## src/rtl/clkmeas_pkg.sv

```systemverilog
// ----------------------------------------------------------------------------
// clkmeas_pkg
//   Shared definitions for the clock/strobe measurement block.
//   - clkmeas_state_t : measurement FSM states
//   - SYNC_MIN_STAGES : smallest synchronizer depth that is allowed
// ----------------------------------------------------------------------------
package clkmeas_pkg;

    typedef enum logic [1:0] {
        IDLE       = 2'd0,
        WAIT_FIRST = 2'd1,
        MEASURE    = 2'd2
    } clkmeas_state_t;

    localparam int unsigned SYNC_MIN_STAGES = 2;

endpackage

```

## src/rtl/clkmeas_sync.sv

```systemverilog
// ----------------------------------------------------------------------------
// sync_ff
//   Generic N-stage single-bit synchronizer for an asynchronous input.
//   Ports:
//     clk  : destination clock, all flops on posedge
//     rst_ : asynchronous active-low reset, clears every stage to 0
//     d    : asynchronous input
//     q    : synchronized output (last stage)
// ----------------------------------------------------------------------------
module sync_ff
    import clkmeas_pkg::*;
#(
    parameter int unsigned STAGES = SYNC_MIN_STAGES
) (
    input  logic clk,
    input  logic rst_,
    input  logic d,
    output logic q
);

    if (STAGES < SYNC_MIN_STAGES) begin : g_bad_stages
        $error("sync_ff: STAGES must be at least %0d", SYNC_MIN_STAGES);
    end

    logic [STAGES-1:0] chain;

    always_ff @(posedge clk or negedge rst_) begin
        if (!rst_) begin
            chain <= '0;
        end else begin
            chain <= {chain[STAGES-2:0], d};
        end
    end

    assign q = chain[STAGES-1];

endmodule

```

## src/rtl/clkmeas.sv

```systemverilog
// ----------------------------------------------------------------------------
// clkmeas
//   Measures a slow, possibly asynchronous periodic signal in units of clk.
//   The input is synchronized, each synchronized rising edge produces a
//   one-cycle rise pulse, and every complete cycle between two rise pulses
//   reports its period and the number of cycles the signal was high.
//   A missing edge for TIMEOUT cycles flags the signal as lost.
//   Ports:
//     clk    : system clock, all logic on posedge
//     rst_   : asynchronous active-low reset
//     ena    : measurement enable, low forces IDLE
//     sig    : asynchronous signal under measurement
//     rise   : one-cycle pulse per synchronized rising edge of sig
//     period : clk cycles between the last two rise pulses
//     high   : cycles the synchronized sig was high within that window
//     valid  : one-cycle pulse when period/high update
//     locked : a full period was measured and no timeout since
//     lost   : sticky timeout flag
// ----------------------------------------------------------------------------
module clkmeas
    import clkmeas_pkg::*;
#(
    parameter int unsigned CNT_W       = 32,
    parameter int unsigned SYNC_STAGES = 2,
    parameter int unsigned TIMEOUT     = 'd100000000
) (
    input  logic             clk,
    input  logic             rst_,
    input  logic             ena,
    input  logic             sig,
    output logic             rise,
    output logic [CNT_W-1:0] period,
    output logic [CNT_W-1:0] high,
    output logic             valid,
    output logic             locked,
    output logic             lost
);

    // ------------------------------------------------------------------
    // Elaboration-time parameter checks
    // ------------------------------------------------------------------
    if (SYNC_STAGES < SYNC_MIN_STAGES) begin : g_bad_sync
        $error("clkmeas: SYNC_STAGES must be at least %0d", SYNC_MIN_STAGES);
    end

    if (TIMEOUT == 0 || (TIMEOUT >> CNT_W) != 0) begin : g_bad_timeout
        $error("clkmeas: TIMEOUT must be nonzero and below 2**CNT_W");
    end

    localparam logic [CNT_W-1:0] TIMEOUT_C = CNT_W'(TIMEOUT);

    // ------------------------------------------------------------------
    // Input synchronizer and edge detect
    // ------------------------------------------------------------------
    logic s_q;
    logic s_d;

    sync_ff #(
        .STAGES(SYNC_STAGES)
    ) u_sync (
        .clk  (clk),
        .rst_ (rst_),
        .d    (sig),
        .q    (s_q)
    );

    always_ff @(posedge clk or negedge rst_) begin
        if (!rst_) begin
            s_d  <= 1'b0;
            rise <= 1'b0;
        end else begin
            s_d  <= s_q;
            rise <= s_q & ~s_d & ena;
        end
    end

    // ------------------------------------------------------------------
    // Measurement FSM
    // ------------------------------------------------------------------
    clkmeas_state_t state;
    clkmeas_state_t state_nxt;

    logic [CNT_W-1:0] cnt;
    logic [CNT_W-1:0] hcnt;

    logic at_timeout;
    logic arm;      // first rise after (re)arming: start counting, no report
    logic meas;     // rise closing a complete period: report it
    logic tmo;      // no rise for TIMEOUT cycles

    assign at_timeout = (cnt == TIMEOUT_C);

    always_ff @(posedge clk or negedge rst_) begin
        if (!rst_) begin
            state <= IDLE;
        end else begin
            state <= state_nxt;
        end
    end

    // A rise in the same cycle as the timeout wins: it is checked first.
    always_comb begin
        state_nxt = state;
        arm       = 1'b0;
        meas      = 1'b0;
        tmo       = 1'b0;
        if (!ena) begin
            state_nxt = IDLE;
        end else begin
            case (state)
                IDLE: begin
                    state_nxt = WAIT_FIRST;
                end
                WAIT_FIRST: begin
                    if (rise) begin
                        arm       = 1'b1;
                        state_nxt = MEASURE;
                    end
                end
                MEASURE: begin
                    if (rise) begin
                        meas = 1'b1;
                    end else if (at_timeout) begin
                        tmo       = 1'b1;
                        state_nxt = WAIT_FIRST;
                    end
                end
                default: begin
                    state_nxt = IDLE;
                end
            endcase
        end
    end

    // ------------------------------------------------------------------
    // Period and high-time counters
    // The rise cycle itself is the first cycle of the new window, so the
    // counters load 1 / s_q rather than clearing.
    // ------------------------------------------------------------------
    always_ff @(posedge clk or negedge rst_) begin
        if (!rst_) begin
            cnt  <= '0;
            hcnt <= '0;
        end else if (arm || meas) begin
            cnt  <= CNT_W'(1);
            hcnt <= CNT_W'(s_q);
        end else if (state == MEASURE && state_nxt == MEASURE) begin
            if (cnt != '1) begin
                cnt <= cnt + CNT_W'(1);
            end
            if (s_q && hcnt != '1) begin
                hcnt <= hcnt + CNT_W'(1);
            end
        end else begin
            cnt  <= '0;
            hcnt <= '0;
        end
    end

    // ------------------------------------------------------------------
    // Result registers and status flags
    // ------------------------------------------------------------------
    always_ff @(posedge clk or negedge rst_) begin
        if (!rst_) begin
            period <= '0;
            high   <= '0;
            valid  <= 1'b0;
        end else begin
            valid <= meas;
            if (meas) begin
                period <= cnt;
                high   <= hcnt;
            end
        end
    end

    always_ff @(posedge clk or negedge rst_) begin
        if (!rst_) begin
            locked <= 1'b0;
            lost   <= 1'b0;
        end else if (!ena) begin
            locked <= 1'b0;
            lost   <= 1'b0;
        end else if (meas) begin
            locked <= 1'b1;
            lost   <= 1'b0;
        end else if (tmo) begin
            locked <= 1'b0;
            lost   <= 1'b1;
        end
    end

endmodule

```

## config.mk

```make
export PLATFORM = sky130hd
export DESIGN_NAME = clkmeas
export DESIGN_NICKNAME = d
export VERILOG_FILES = /design/src/rtl/clkmeas_pkg.sv /design/src/rtl/clkmeas_sync.sv /design/src/rtl/clkmeas.sv
export SDC_FILE = /design/constraint.sdc
export NUM_CORES = 1
export LEC_CHECK = 0
export BUFFER_PORTS_ARGS = -buffer_cell sky130_fd_sc_hd__buf_2
export CAP_MARGIN = 15
export CORE_ASPECT_RATIO = 1.1
export CORE_UTILIZATION = 30
export DETAILED_ROUTE_END_ITERATION = 8
export MAX_ROUTING_LAYER = met4
export PLACE_DENSITY = 0.56
export SETUP_SLACK_MARGIN = 0.5
export SLEW_MARGIN = 40
export SYNTH_ARGS = -nofsm -noshare
export SYNTH_HDL_FRONTEND = slang
export SYNTH_SLANG_ARGS = --single-unit
export TNS_END_PERCENT = 5
```

## constraint.sdc

```tcl
create_clock -name clk -period 4.6 [get_ports clk]
set_input_delay 0.92 -clock clk [delete_from_list [all_inputs] [get_ports clk]]
set_output_delay 0.92 -clock clk [all_outputs]
set_load 0.01 [all_outputs]
```

==> results.sh <==
export IMPL_reg2reg_to="hcnt[21]$_DFFE_PN0P_"
export IMPL_drt_wl_total_um=15190
export IMPL_setup_viol=0
export IMPL_gp_congestion=0.8359
export IMPL_final_cell_mix="137 x dfrtp_1, 70 x buf_2, 58 x mux2_2, 42 x nand2_1, 40 x a21oi_1"
export IMPL_hp_start="u_sync.chain[0]$_DFF_PN0_"
export IMPL_root_buffer="clkbuf_16"
export IMPL_rsz0062_at_grt="no"
export IMPL_post_synth_top_area_cell="dfrtp_1"
export IMPL_final_util_pct=37.21
export IMPL_n_fill_cell=2091
export IMPL_hold_end="u_sync.chain[1]$_DFF_PN0_"
export IMPL_dp_cells=917
export IMPL_criticalPathCategory="flop to flop"
export IMPL_critPathLaunchType="flop"
export IMPL_core_sq_mm=0.02078
export IMPL_grt_max_degree=59
export IMPL_multi_input_area_sq_mm=0.002830
export IMPL_gr_usage_all_layers_pct=15.03
export IMPL_seqCellArea_sq_mm=0.003428
export IMPL_ys_types=50
export IMPL_ys_seq_area_share_pct=53.51
export IMPL_status="finished, final reports clean"
export IMPL_via_per_inst=5.249
export IMPL_synth_area_leaders="dfrtp_1 54%, mux2_2 10%, a21oi_1 3.1%, or4_1 3.0%, o31ai_1 2.6%"
export IMPL_yosys_area_top_type_share_pct=53.51
export IMPL_synthArstFlopShare_pct=100.0
export IMPL_cts_sinks=137
export IMPL_hold_depth=0
export IMPL_synth_nets=590
export IMPL_htree_num_levels=4
export IMPL_timing_final_crit_share_pct=58.32
export IMPL_cap_violations=0
export IMPL_port_buffers=71
export IMPL_worst_setup_path_end_kind="flop"
export IMPL_ys_ff_latch=137
export IMPL_die_h_um=155.3
export IMPL_drtAntennaViolNets=0
export IMPL_netlist_area_sq_mm=0.006407
export IMPL_synth_edf_count=0
export IMPL_syn_area_per_cell_sq_um=10.99
export IMPL_p_per_area_mw_per_mm2=348.7
export IMPL_finalNetCount=659
export IMPL_cts_tree="yes"
export IMPL_clkSlewWorstSetupHoldPaths_ps=60
export IMPL_grt_pass1_wl_um=25280
export IMPL_io_pins=72
export IMPL_cp_data_arrival_time_ps=3020
export IMPL_postLayoutCellArea_sq_mm=0.007732
export IMPL_antennaDiodeCount=0
export IMPL_drive_gt1_share_pct=26.47
export IMPL_post_cts_setup_buffer_count=0
export IMPL_dpl_hpwl_um=10610
export IMPL_dpl_instance_area_sq_mm=0.007103
export IMPL_clock_latency_ps=420
export IMPL_reg2regPathDepth=7
export IMPL_synthToLayoutAreaGrowth_pct=20.68
export IMPL_synth_flop_cell="dfrtp_1"
export IMPL_drc=0
export IMPL_peakVddDrop_uv=264.1
export IMPL_vias=4987
export IMPL_drt_iter0_markers=295
export IMPL_clock_skew_ps=11.60
export IMPL_first_pass_iters=5
export IMPL_relSlewSlack_pct=51.58
export IMPL_grt_overflow_total=0
export IMPL_r2r_start="hcnt[19]$_DFFE_PN0P_"
export IMPL_max_freq_ghz=0.3728
export IMPL_setup_tns_final_ps=0
export IMPL_cts_buffers=17
export IMPL_stdcell_count=950
export IMPL_grt_antenna_before_repair=0
export IMPL_netlist_instances=583
export IMPL_cellLeakagePower_nw=3.339
export IMPL_holdWs_ps=346.1
export IMPL_crit_required_ps=4940
export IMPL_final_common_cell="dfrtp_1"
export IMPL_finalHoldViolCount=0
export IMPL_initial_utilization_pct=30.83
export IMPL_hold_buffers=0
export IMPL_die_area_sq_mm=0.02195
export IMPL_wl_per_cell_um=15.99
export IMPL_slew_viol_final=0
export IMPL_period_minus_slack_ps=2682
export IMPL_regToRegSetupSlack_ps=1920
export IMPL_path_max_fanout=17
export IMPL_post_cts_resized=0
export IMPL_clockBufferDepth=2
export IMPL_grt_pass1_vias=4878
export IMPL_hold_path_class="flop to flop"
export IMPL_tightest_slew_ps=724.3
export IMPL_yosys_warnings=0
export IMPL_dieWidth_um=141.3
export IMPL_rows=55
==> synthesized netlist by cell type, drive strengths merged, types with 4 or more instances <==
| master | n |
|---|---|
| dfrtp | 137 |
| mux2 | 58 |
| nand2 | 42 |
| a21oi | 40 |
| o21ai | 28 |
| or4 | 26 |
| nand3 | 25 |
| nor2 | 25 |
| nand4 | 22 |
| o31ai | 22 |
| or3 | 22 |
| clkbuf | 21 |
| nor4 | 11 |
| buf | 9 |
| inv | 9 |
| and4 | 8 |
| nor3 | 8 |
| xor2 | 7 |
| and3 | 6 |
| mux2i | 6 |
| xnor2 | 6 |
| and2 | 4 |
==> cells by family after synthesis <==
family	after synthesis	share of synthesized area, %
compound gates	112	11.23
xor+xnor	13	1.777
fa+ha+maj	3	0.5859
buf+inv	39	2.617
flops	137	53.51
mux	64	11.13
simple gates	215	19.16
==> stage by stage <==
step                      power, mW  worst slack (ps)
after global placement        1.283              1862
after global routing          2.785              1732
after detailed placement      1.285              1774
after CTS                     2.728              1745
final                         2.696              1918
after floorplan               1.252              2333
==> how the worst max path moves through the flow <==
stage,endpoint,cells after the start,start
final,hcnt[21]$_DFFE_PN0P_,7,hcnt[19]$_DFFE_PN0P_
after global routing,hcnt[27]$_DFFE_PN0P_,5,hcnt[2]$_DFFE_PN0P_
after CTS,hcnt[21]$_DFFE_PN0P_,6,hcnt[19]$_DFFE_PN0P_
after detailed placement,hcnt[21]$_DFFE_PN0P_,6,hcnt[19]$_DFFE_PN0P_
after global placement,hcnt[25]$_DFFE_PN0P_,6,hcnt[19]$_DFFE_PN0P_
after floorplan,hcnt[1]$_DFFE_PN0P_,8,hcnt[14]$_DFFE_PN0P_
==> final cells by class <==
| class | instances | share of cell area [%] |
|---|---|---|
| Clock buffer | 21 | 5.825 |
| Clock inverter | 11 | 2.217 |
| Inverter | 9 | 0.4369 |
| Multi-Input combinational cell | 407 | 36.60 |
| Sequential cell | 137 | 44.34 |
| Tap cell | 285 | 4.612 |
| Timing Repair Buffer | 80 | 5.971 |
==> per-layer routing <==
metal	global-route usage [%]	wire [um]	up-vias
met2	24.00	7466	107
met4	5.383	248	0
met3	3.355	481	21
met1	18.66	6998	2521
met5	-	0	-
li1	-	-	2338
==> sequential cells by signal (all words and copies together) (netlist names) <==
| register | count |
|---|---|
| hcnt | 32 |
| state | 2 |
| cnt | 32 |
| high | 32 |
| s_d | 1 |
| period | 32 |
| rise | 1 |
| valid | 1 |
| locked | 1 |
| lost | 1 |
| u_sync.chain | 2 |
==> report_power, final <==
part	switching (mW)	total [mW]	internal, mW
Combinational	0.0373	0.0480	0.0106
Clock	0.514	1.43	0.921
Sequential	0.00466	1.21	1.21
==> worst max-delay path: stages, from the launching register on <==
cell	delay [ps]
dfrtp_1	440
nand3_1	220
or4_1	670
o41ai_4	490
buf_4	260
buf_4	240
o31ai_1	100
a21oi_1	170
Note: power is estimated with default switching activity, not from simulation.
